`src/rtl/tnn_feature_packer.sv`:
```
// rtl/tnn_feature_packer.sv - packs six quantized feature samples into one classifier frame
// Define TNN_QUANT_ROUND_EN for round-to-nearest quantization; default build truncates.
module tnn_feature_packer #(
  parameter int FEAT_W = 8
) (
  input  logic              clk,
  input  logic              rst_n,
  input  logic              s_valid,
  output logic              s_ready,
  input  logic [FEAT_W-1:0] s_data,
  input  logic              s_last,
  output logic              m_valid,
  input  logic              m_ready,
  output logic [2:0]        input_a,
  output logic [2:0]        input_b,
  output logic [2:0]        input_c,
  output logic [2:0]        input_d,
  output logic [2:0]        input_e,
  output logic [2:0]        input_f,
  output logic              frame_err,
  output logic [7:0]        err_cnt
);

  typedef enum logic {FILL, HOLD} state_t;

  localparam int SHIFT = FEAT_W - 3;

  state_t      state_q;
  logic        live_q;
  logic [2:0]  idx_q;
  logic [2:0]  slot_q [6];
  logic        m_valid_q;
  logic        frame_err_q;
  logic [7:0]  err_cnt_q;
  logic [7:0]  err_cnt_d;

  logic [FEAT_W:0] wide;
  logic [FEAT_W:0] scaled;
  logic [2:0]      quant_d;
  logic            accept;

  // Both modes share the widened saturating path; truncation simply never exceeds 7.
  always_comb begin
`ifdef TNN_QUANT_ROUND_EN
    wide = {1'b0, s_data} + (FEAT_W+1)'(1 << (FEAT_W - 4));
`else
    wide = {1'b0, s_data};
`endif
    scaled  = wide >> SHIFT;
    quant_d = (scaled > (FEAT_W+1)'(7)) ? 3'd7 : scaled[2:0];
  end

  // live_q keeps s_ready low until the first edge after reset release.
  assign s_ready   = live_q && (state_q == FILL);
  assign accept    = s_valid && s_ready;
  assign err_cnt_d = (err_cnt_q == 8'hFF) ? err_cnt_q : err_cnt_q + 8'd1;

  always_ff @(posedge clk or negedge rst_n) begin
    if (!rst_n) begin
      state_q     <= FILL;
      live_q      <= 1'b0;
      idx_q       <= 3'd0;
      m_valid_q   <= 1'b0;
      frame_err_q <= 1'b0;
      err_cnt_q   <= 8'd0;
      for (int i = 0; i < 6; i++) slot_q[i] <= 3'd0;
    end else begin
      live_q      <= 1'b1;
      frame_err_q <= 1'b0;
      case (state_q)
        FILL: begin
          if (accept) begin
            slot_q[idx_q] <= quant_d;
            if (s_last && idx_q == 3'd5) begin
              state_q   <= HOLD;
              m_valid_q <= 1'b1;
              idx_q     <= 3'd0;
            end else if (s_last || idx_q == 3'd5) begin
              frame_err_q <= 1'b1;
              err_cnt_q   <= err_cnt_d;
              idx_q       <= 3'd0;
            end else begin
              idx_q <= idx_q + 3'd1;
            end
          end
        end
        HOLD: begin
          if (m_ready) begin
            state_q   <= FILL;
            m_valid_q <= 1'b0;
          end
        end
        default: state_q <= FILL;
      endcase
    end
  end

  assign m_valid   = m_valid_q;
  assign frame_err = frame_err_q;
  assign err_cnt   = err_cnt_q;
  assign input_a   = slot_q[0];
  assign input_b   = slot_q[1];
  assign input_c   = slot_q[2];
  assign input_d   = slot_q[3];
  assign input_e   = slot_q[4];
  assign input_f   = slot_q[5];

endmodule

```
`config.mk`:
```
export PLATFORM = sky130hd
export DESIGN_NAME = tnn_feature_packer
export DESIGN_NICKNAME = d
export VERILOG_FILES = /design/src/rtl/tnn_feature_packer.sv
export SDC_FILE = /design/constraint.sdc
export NUM_CORES = 1
export LEC_CHECK = 0
export CORE_MARGIN = 4
export CORE_UTILIZATION = 43
export CTS_CLUSTER_DIAMETER = 150
export DETAILED_ROUTE_END_ITERATION = 10
export PLACE_DENSITY_LB_ADDON = 0.08
export SYNTH_ARGS = -nofsm -noshare
export SYNTH_HDL_FRONTEND = slang
export SYNTH_SLANG_ARGS = --single-unit
```
`constraint.sdc`:
```
create_clock -name clk -period 2 [get_ports clk]
set_clock_uncertainty 0.15 [all_clocks]
set_input_delay 0.4 -clock clk [delete_from_list [all_inputs] [get_ports clk]]
set_output_delay 0.4 -clock clk [all_outputs]
set_load 0.005 [all_outputs]
```
After elaboration in Yosys (flattened, before gate mapping) --
Cells that the tools add are included.
Storage, ports and cells: word-level logic and storage cells 52, bits in latches 0, RAM bits 0, memories kept 0, register bits after elaboration 33, memory bits (read-only) 0
Cells by class: $add $sub $neg 2, reductions and logical operators 8, $mul 0, $lt $le $gt $ge 3, equal/unequal tests 5, divide/modulo/power cells 0, shifts and indexed selects 0, bitwise operators 4, multiplexer cells 18
Operators by type and width (number):
- $bwmux 18 | 1
- $mux 3 | 4
- $mux 1 | 10
- $demux 3 s3 | 1
- $add 8x1->8 const B | 1
- $eq 8x8->1 const B | 1
- $reduce_and 5->1 | 1
- $ge 4x4->1 const B | 1
- $logic_and 1x1->1 | 4
- $lt 4x1->1 const B | 1
- $ne 2x2->1 const B | 2
- $not 3->4 | 1
- $pmux 1 s2 | 2
- $add 3x1->3 const B | 1
- $eq 3x3->1 const B | 1
- $gt 3x3->1 const B | 1
- $not 1->1 | 3
- $reduce_and 3->1 | 1
- $ne 2x1->1 const B | 1
- $reduce_and 2->1 | 1
- $logic_or 1x1->1 | 1

Depth between registers and ports, before layout --
Gate-level depths: netlist of run 1.
depth in word-level cells 6, depth in mapped cells 8, gate-level depth less buffers 8

Worst setup path after synthesis of run 1 --
Ideal clock, no wire load.
kind register to register, start register idx_q[0], end register err_cnt_q[1] (netlist: err_cnt[1]), required time 1725 ps, setup time 125 ps, path buffers 0, period minus slack after synthesis 2048 ps, stages on the path, launching flop included 7, data arrival time 1773 ps, path slack -48 ps, path through dfrtp_1 > ha_1 > and2_1 > ha_1 > nor2_1 > o211ai_2 > mux2_4
Between the ends: cells in the longest elaborated chain, start to end 4, elaborated cells between the ends (all ways) 5
RTL lines:
- start, declared | line 30 | logic [2:0] idx_q;
- start signal, assigned | line 83 | idx_q <= idx_q + 3'd1;
- $eq 3x3->1 (*) | line 74, 78
- $logic_and 1x1->1 | line 74 | if (s_last && idx_q == 3'd5) begin
- $not 1->1 (no line)
- $reduce_and 5->1 (no line) (*)
- end signal, assigned | line 80 | err_cnt_q <= err_cnt_d;
- end, declared | line 34 | logic [7:0] err_cnt_q;
Mark *: on every way between the ends. The rest lies on a longest branch, timed or not. A chain may end at the register's enable or synchronous reset.

Worst setup path in the final report of run 1 --
start register state_q, end output s_ready
Between the ends: cells in the longest elaborated chain, start to end 2
RTL lines:
- start, declared | line 28 | state_t state_q;
- start signal, assigned | line 60 | state_q <= FILL;
- start signal, assigned | line 75 | state_q <= HOLD;
- start signal, assigned | line 89 | state_q <= FILL;
- $not 1->1 (no line)
- $logic_and 1x1->1 | line 54 | assign s_ready = live_q && (state_q == FILL);
- end, declared | line 9 | output logic s_ready,
Every way passes these cells.

==> impl_metrics.json, run 1 <==
{
  "status": "finished, final reports clean",
  "drc_errors": 0,
  "cts_tree": "built",
  "ys_ff_latch": 33,
  "synthTopCellsByCount": "33 x dfrtp_1, 19 x mux2_2, 6 x ha_1, 6 x nand2_1, 6 x nand3_1",
  "min_path_type": "in2async",
  "cp-end-kind": "primary output",
  "ff2ff_path_depth": 7,
  "synth.distinct_cells": 35,
  "drt_pass1_iterations": 4,
  "gp_congestion": 0.858,
  "cts_hold_buf": 0,
  "syn_inst": 123,
  "synth_area_leaders": "dfrtp_1 53%, mux2_2 14%, ha_1 4.8%",
  "worstSetupPathType": "reg2out",
  "track_usage": 0.164,
  "async_flop_share": 1.00,
  "grt_max_degree": 34,
  "crit_slowest_cell": "clkdlybuf4s50_1",
  "synth.largest_area_cell": "dfrtp_1",
  "p_leak_uw": 0.000962,
  "synth_edf_count": 0,
  "start_kind": "register",
  "reg2reg_from": "idx_q[1]$_DFFE_PN0P_",
  "rr_endpoint": "err_cnt[5]$_DFFE_PN0P_",
  "final_cell_count_no_fill": 222,
  "clock_sinks": 33,
  "pwr_density_cell_mw_per_mm2": 1170,
  "grt_overflow_total": 0,
  "wl_um": 3260,
  "drt_iter0_markers": 78,
  "drt-vias-per-instance": 5.23,
  "placedCellCount": 214,
  "port_buffers": 36,
  "io_pins": 42,
  "syn_area_per_cell_um2": 12.7,
  "grt_antenna_before_repair": 0,
  "ys_seq_area_frac": 0.530,
  "finalCoreUtilization": 0.632,
  "final_max_slew_viol_count": 0,
  "cts.clk_slew.worst_paths_ns": 0.10,
  "cts_max_level": 2,
  "fmax_mhz": 521,
  "fill_cells": 280,
  "ir_drop_v": 0.000595,
  "nNetsFinal": 194,
  "layout-drive-gt1-share": 0.273,
  "syn_nets": 142,
  "drv_cap": 0,
  "synthesis.area_mm2": 0.00156,
  "pre_cts_ws_ns": -0.143,
  "clock_path_buffers": 2,
  "ff2ff_setup_slack_ns": 0.08,
  "yosysTopAreaCellShare": 0.530,
  "regArea_um2": 827,
  "vias": 1161,
  "grt_pass1_wl_um": 5400,
  "yosysWarnings": 0,
  "start_util": 0.456,
  "grt_pass1_vias": 1162,
  "num_rows": 21,
  "root_buffer": "clkbuf_4",
  "power_uw": 2520,
  "worstPathArrival_ns": 1.37,
  "worstPathRequired_ns": 1.45,
  "fin_hold_ws_ns": 0.313,
  "place_hpwl_um": 2420,
  "cp_slowest_stage_delay_ns": 0.51,
  "crit_path_max_fanout": 4,
  "syn2layout_area_growth_pct": 38.4,
  "worstPathCellList": "nor2b_1 -> clkdlybuf4s50_1",
  "final-hold-violation-count": 0,
  "period_minus_slack_ns": 1.92,
  "synth_most_common_cell": "dfrtp_1",
  "die_area_mm2": 0.00465,
  "layout_setup_ws_ns": 0.0795,
  "final.period_utilization": 0.960,
  "postRouteAntennaNets": 0,
  "rsz0062_at_grt": "no",
  "n_antenna_cell": 0,
  "ys.flop_type": "dfrtp_1",
  "core-area_mm2": 0.00342,
  "finalSetupViolations": 0,
  "clock_latency_ns": 0.33,
  "cts_buffers": 5,
  "die_w_um": 68.2,
  "post_drt_wl_per_cell_um": 14.7,
  "chipHeight_um": 68.2,
  "multiInputGateArea_um2": 708
}
-- state kept, by name (all words and copies together) (netlist names), 3 cells and up --
name and count:
input_e 3, input_c 3, input_a 3, idx_q 3, input_f 3, input_d 3
input_b 3, err_cnt 8
-- where the power goes --
group	total (µW)	internal, µW	switching, µW
Sequential	1040	885	154
Combinational	870	593	277
Clock	613	387	226
-- layer usage --
metal	part of all wire	vias up	global-route usage
met3	0.047	6	0.0591
met4	0.016	0	0.0744
met1	0.46	565	0.203
li1	-	558	-
met5	0	-	0
met2	0.48	32	0.254
-- cell families (layout without fill, tap and decap cells) --
logic type | Yosys count | in the layout | share of synthesized area
AO/OA/AOI/OAI | 13 | 13 | 0.0618
flip-flops | 33 | 33 | 0.530
XOR/XNOR | 1 | 1 | 0.00562
adder cells (fa/ha/maj) | 6 | 6 | 0.0482
multiplexers | 23 | 23 | 0.167
buffers and inverters | 7 | 60 | 0.0241
AND/OR/NAND/NOR | 39 | 39 | 0.161
other | 1 | 1 | 0.00241
-- cell usage in the layout, fill, tap and decap left out, types with 2 or more instances in the layout --
cell type / instances
clkdlybuf4s50_1: 36
mux2i_1: 2
bufinv_16: 2
ha_1: 5
nand2b_1: 2
and3_1: 3
inv_1: 5
dfrtp_1: 32
nor2_1: 3
nand3_1: 6
nand2_1: 6
a41oi_1: 3
nand4_1: 3
buf_4: 11
a31oi_1: 2
and3b_2: 2
mux2_2: 19
clkbuf_4: 5
and2_1: 4
o21ai_0: 3
-- final cells by class --
class                   instances  area share
clock inverters                 3      0.0302
inverters                       5     0.00870
clock buffers                   5      0.0174
well taps                      46      0.0267
repair buffers                 47       0.205
flip-flops and latches         33       0.383
multi-input cells              83       0.328
-- worst max-delay path by stage --
stage                         startpoint                      to  slack (ns)  depth (start not counted)
floorplan           idx_q[0]$_DFFE_PN0P_  err_cnt[1]$_DFFE_PN0P_        0.03                          6
finish                 state_q$_DFF_PN0_                 s_ready        0.08                          2
global route            live_q$_DFF_PN0_                 s_ready       0.004                          2
CTS                 idx_q[1]$_DFFE_PN0P_  err_cnt[6]$_DFFE_PN0P_        0.03                          8
detailed placement                s_last  err_cnt[6]$_DFFE_PN0P_       -0.14                          6
global placement                  s_last  err_cnt[6]$_DFFE_PN0P_       -0.11                          6
-- worst max-delay path: cells and delay by family, from the launching register on --
kind	cells	cell delay, ns
buffers and inverters	1	0.51
and+or+nand+nor	1	0.11
DFF	1	0.42
-- per-stage QoR --
step / cell area (µm²) / setup TNS (ns)
global placement: 2040 / -0.578
CTS: 2150 / 0
detailed placement: 2040 / -0.990
global route: 2160 / 0
finish: 2160 / 0
floorplan: 1560 / 0
-- timing repair --
item,in CTS,in global routing
gates resized for setup,0,4
endpoints found under the setup margin,0,8
setup buffers,0,0
Power figures use the tool's default switching activity.
==> inputs of run 2 (changes only) <==
- CORE_UTILIZATION: 43 -> 51
- clock period: 2 -> 2.3 ns (I/O delays scaled with it)
==> run 2 against run 1 <==
Compared with the run above: worst hold slack better by 0.048 ns; clock power fell by 50%; sequential share of layout area up 2.2 points; die area down 14%; wire length fell by 3.1%; critical path depth stayed put; register-to-register slack improved by 0.17 ns; sequential power shrank 13%; largest power group unchanged.
==> impl_metrics.json, run 2 (same netlist as run 1, synthesis figures left out) <==
{
  "die_w_um": 63.3,
  "grt_overflow_total": 0,
  "fill_cells": 233,
  "final_max_slew_viol_count": 0,
  "place_hpwl_um": 2350,
  "root_buffer": "clkbuf_4",
  "chipHeight_um": 63.3,
  "drv_cap": 0,
  "grt_pass1_vias": 1141,
  "grt_pass1_wl_um": 5510,
  "p_leak_uw": 0.000913,
  "dr.max_layer_used": "met4",
  "cts_tree": "built",
  "clock_path_buffers": 2,
  "nNetsFinal": 189,
  "tns_ns": 0,
  "layout_common_cells": "36 x clkdlybuf4s50_1, 33 x dfrtp_1, 19 x mux2_2",
  "cp-end-kind": "primary output",
  "crit_slowest_cell": "clkdlybuf4s50_1",
  "core-area_mm2": 0.00283,
  "placed_area_mm2": 0.00198,
  "cts.clk_slew.worst_paths_ns": 0.10,
  "grt_antenna_before_repair": 0,
  "num_rows": 19,
  "track_usage": 0.180,
  "wl_met3_um": 171,
  "cts_setup_buffers": 0,
  "drt-vias-per-instance": 5.59,
  "drc_errors": 0,
  "finalSetupViolations": 0,
  "period_minus_slack_ns": 2.13,
  "final_cell_area_mm2": 0.00204,
  "gp_congestion": 0.794,
  "worstPathCellList": "nor2b_1 -> clkdlybuf4s50_1",
  "vias": 1130,
  "ff2ff_setup_slack_ns": 0.25,
  "clock_sinks": 33,
  "rsz0062_at_grt": "no",
  "port_buffers": 36,
  "layout-drive-gt1-share": 0.222,
  "fmax_mhz": 470,
  "post_cts_resized": 0,
  "drt_iter0_markers": 31,
  "worstPathRequired_ns": 1.69,
  "pwr_density_cell_mw_per_mm2": 961,
  "largest_register_ffs": 8,
  "wl_um": 3160,
  "drt_pass1_iterations": 4,
  "final.period_utilization": 0.925,
  "clock_latency_ns": 0.34,
  "final_common_cell": "clkdlybuf4s50_1",
  "die_area_mm2": 0.00401,
  "cts_hold_buf": 0,
  "status": "finished, final reports clean",
  "grt_max_degree": 34,
  "post_drt_wl_per_cell_um": 15.6,
  "postRouteAntennaNets": 0,
  "syn2layout_area_growth_pct": 30.6,
  "worstSetupPathType": "reg2out",
  "cp_slowest_stage_delay_ns": 0.51,
  "cts_buffers": 5,
  "multiInputGateArea_um2": 696,
  "start_kind": "register",
  "drt-met1-wl_um": 1400,
  "worstPathArrival_ns": 1.52,
  "start_util": 0.551,
  "ir_drop_v": 0.000574,
  "met2_length_um": 1520,
  "final-hold-violation-count": 0,
  "n_antenna_cell": 0,
  "cts_max_level": 2,
  "io_pins": 42,
  "fin_hold_ws_ns": 0.360,
  "regArea_um2": 826,
  "crit_path_max_fanout": 9,
  "min_path_type": "in2async"
}
==> run 2: cell types whose count changed in the layout (fill, tap and decap cells not counted) <==
cell       previous run  this run
clkinv_2              1         2
dfrtp_1              32        33
clkbuf_1              0         1
ha_2                  1         0
and2_4                1         0
nor2_4                1         0
ha_1                  5         6
and2_1                4         5
bufinv_16             2         0
dfrtp_2               1         0
nor2_1                3         4
buf_4                11         6
==> run 2: critical path, delay by kind of cell (launching register included) <==
family,cells,cell delay [ns]
buffers and inverters,1,0.51
flip-flops,1,0.50
AND/OR/NAND/NOR,1,0.16
==> run 2: final timing paths <==
path                                   startpoint                endpoint  cells after the start
max                             state_q$_DFF_PN0_                 s_ready                      2
min                                         rst_n  err_cnt[2]$_DFFE_PN0P_                      2
max reg2reg                  idx_q[1]$_DFFE_PN0P_  err_cnt[4]$_DFFE_PN0P_                      8
min reg2reg                input_e[2]$_DFFE_PN0P_  input_e[2]$_DFFE_PN0P_                      1
max in group asynchronous                   rst_n  err_cnt[3]$_DFFE_PN0P_                      2
min in group clk           input_e[2]$_DFFE_PN0P_  input_e[2]$_DFFE_PN0P_                      1
==> run 2: cell type report <==
type / instances / area share
Sequential cell: 33 / 0.406
Tap cell: 31 / 0.0191
Timing Repair Buffer: 42 / 0.199
Clock buffer: 6 / 0.0203
Inverter: 5 / 0.00922
Multi-Input combinational cell: 83 / 0.342
Clock inverter: 2 / 0.00492
==> run 2: stage by stage <==
step | power (µW) | cells | util | worst slack (ns)
finish | 1960 | 202 | 0.720 | 0.173
global route | 2100 | 202 | 0.720 | 0.0908
CTS | 1980 | 202 | 0.720 | 0.140
detailed placement | 1670 | 194 | 0.701 | 0.104
global placement | 1630 | 194 | 0.701 | 0.141
floorplan | 1190 | 123 | - | 0.252
==> run 2: metal layers <==
metal  global-route usage  up-vias
met3               0.0480        7
met2                0.285       28
met5                    0        -
met1                0.225      557
li1                     -      538
met4               0.0970        0
==> run 2: power breakdown <==
group	leakage (µW)	switching, µW	internal, µW
sequential	0.000416	133	768
combinational	0.000465	242	506
clock	0.0000320	192	116
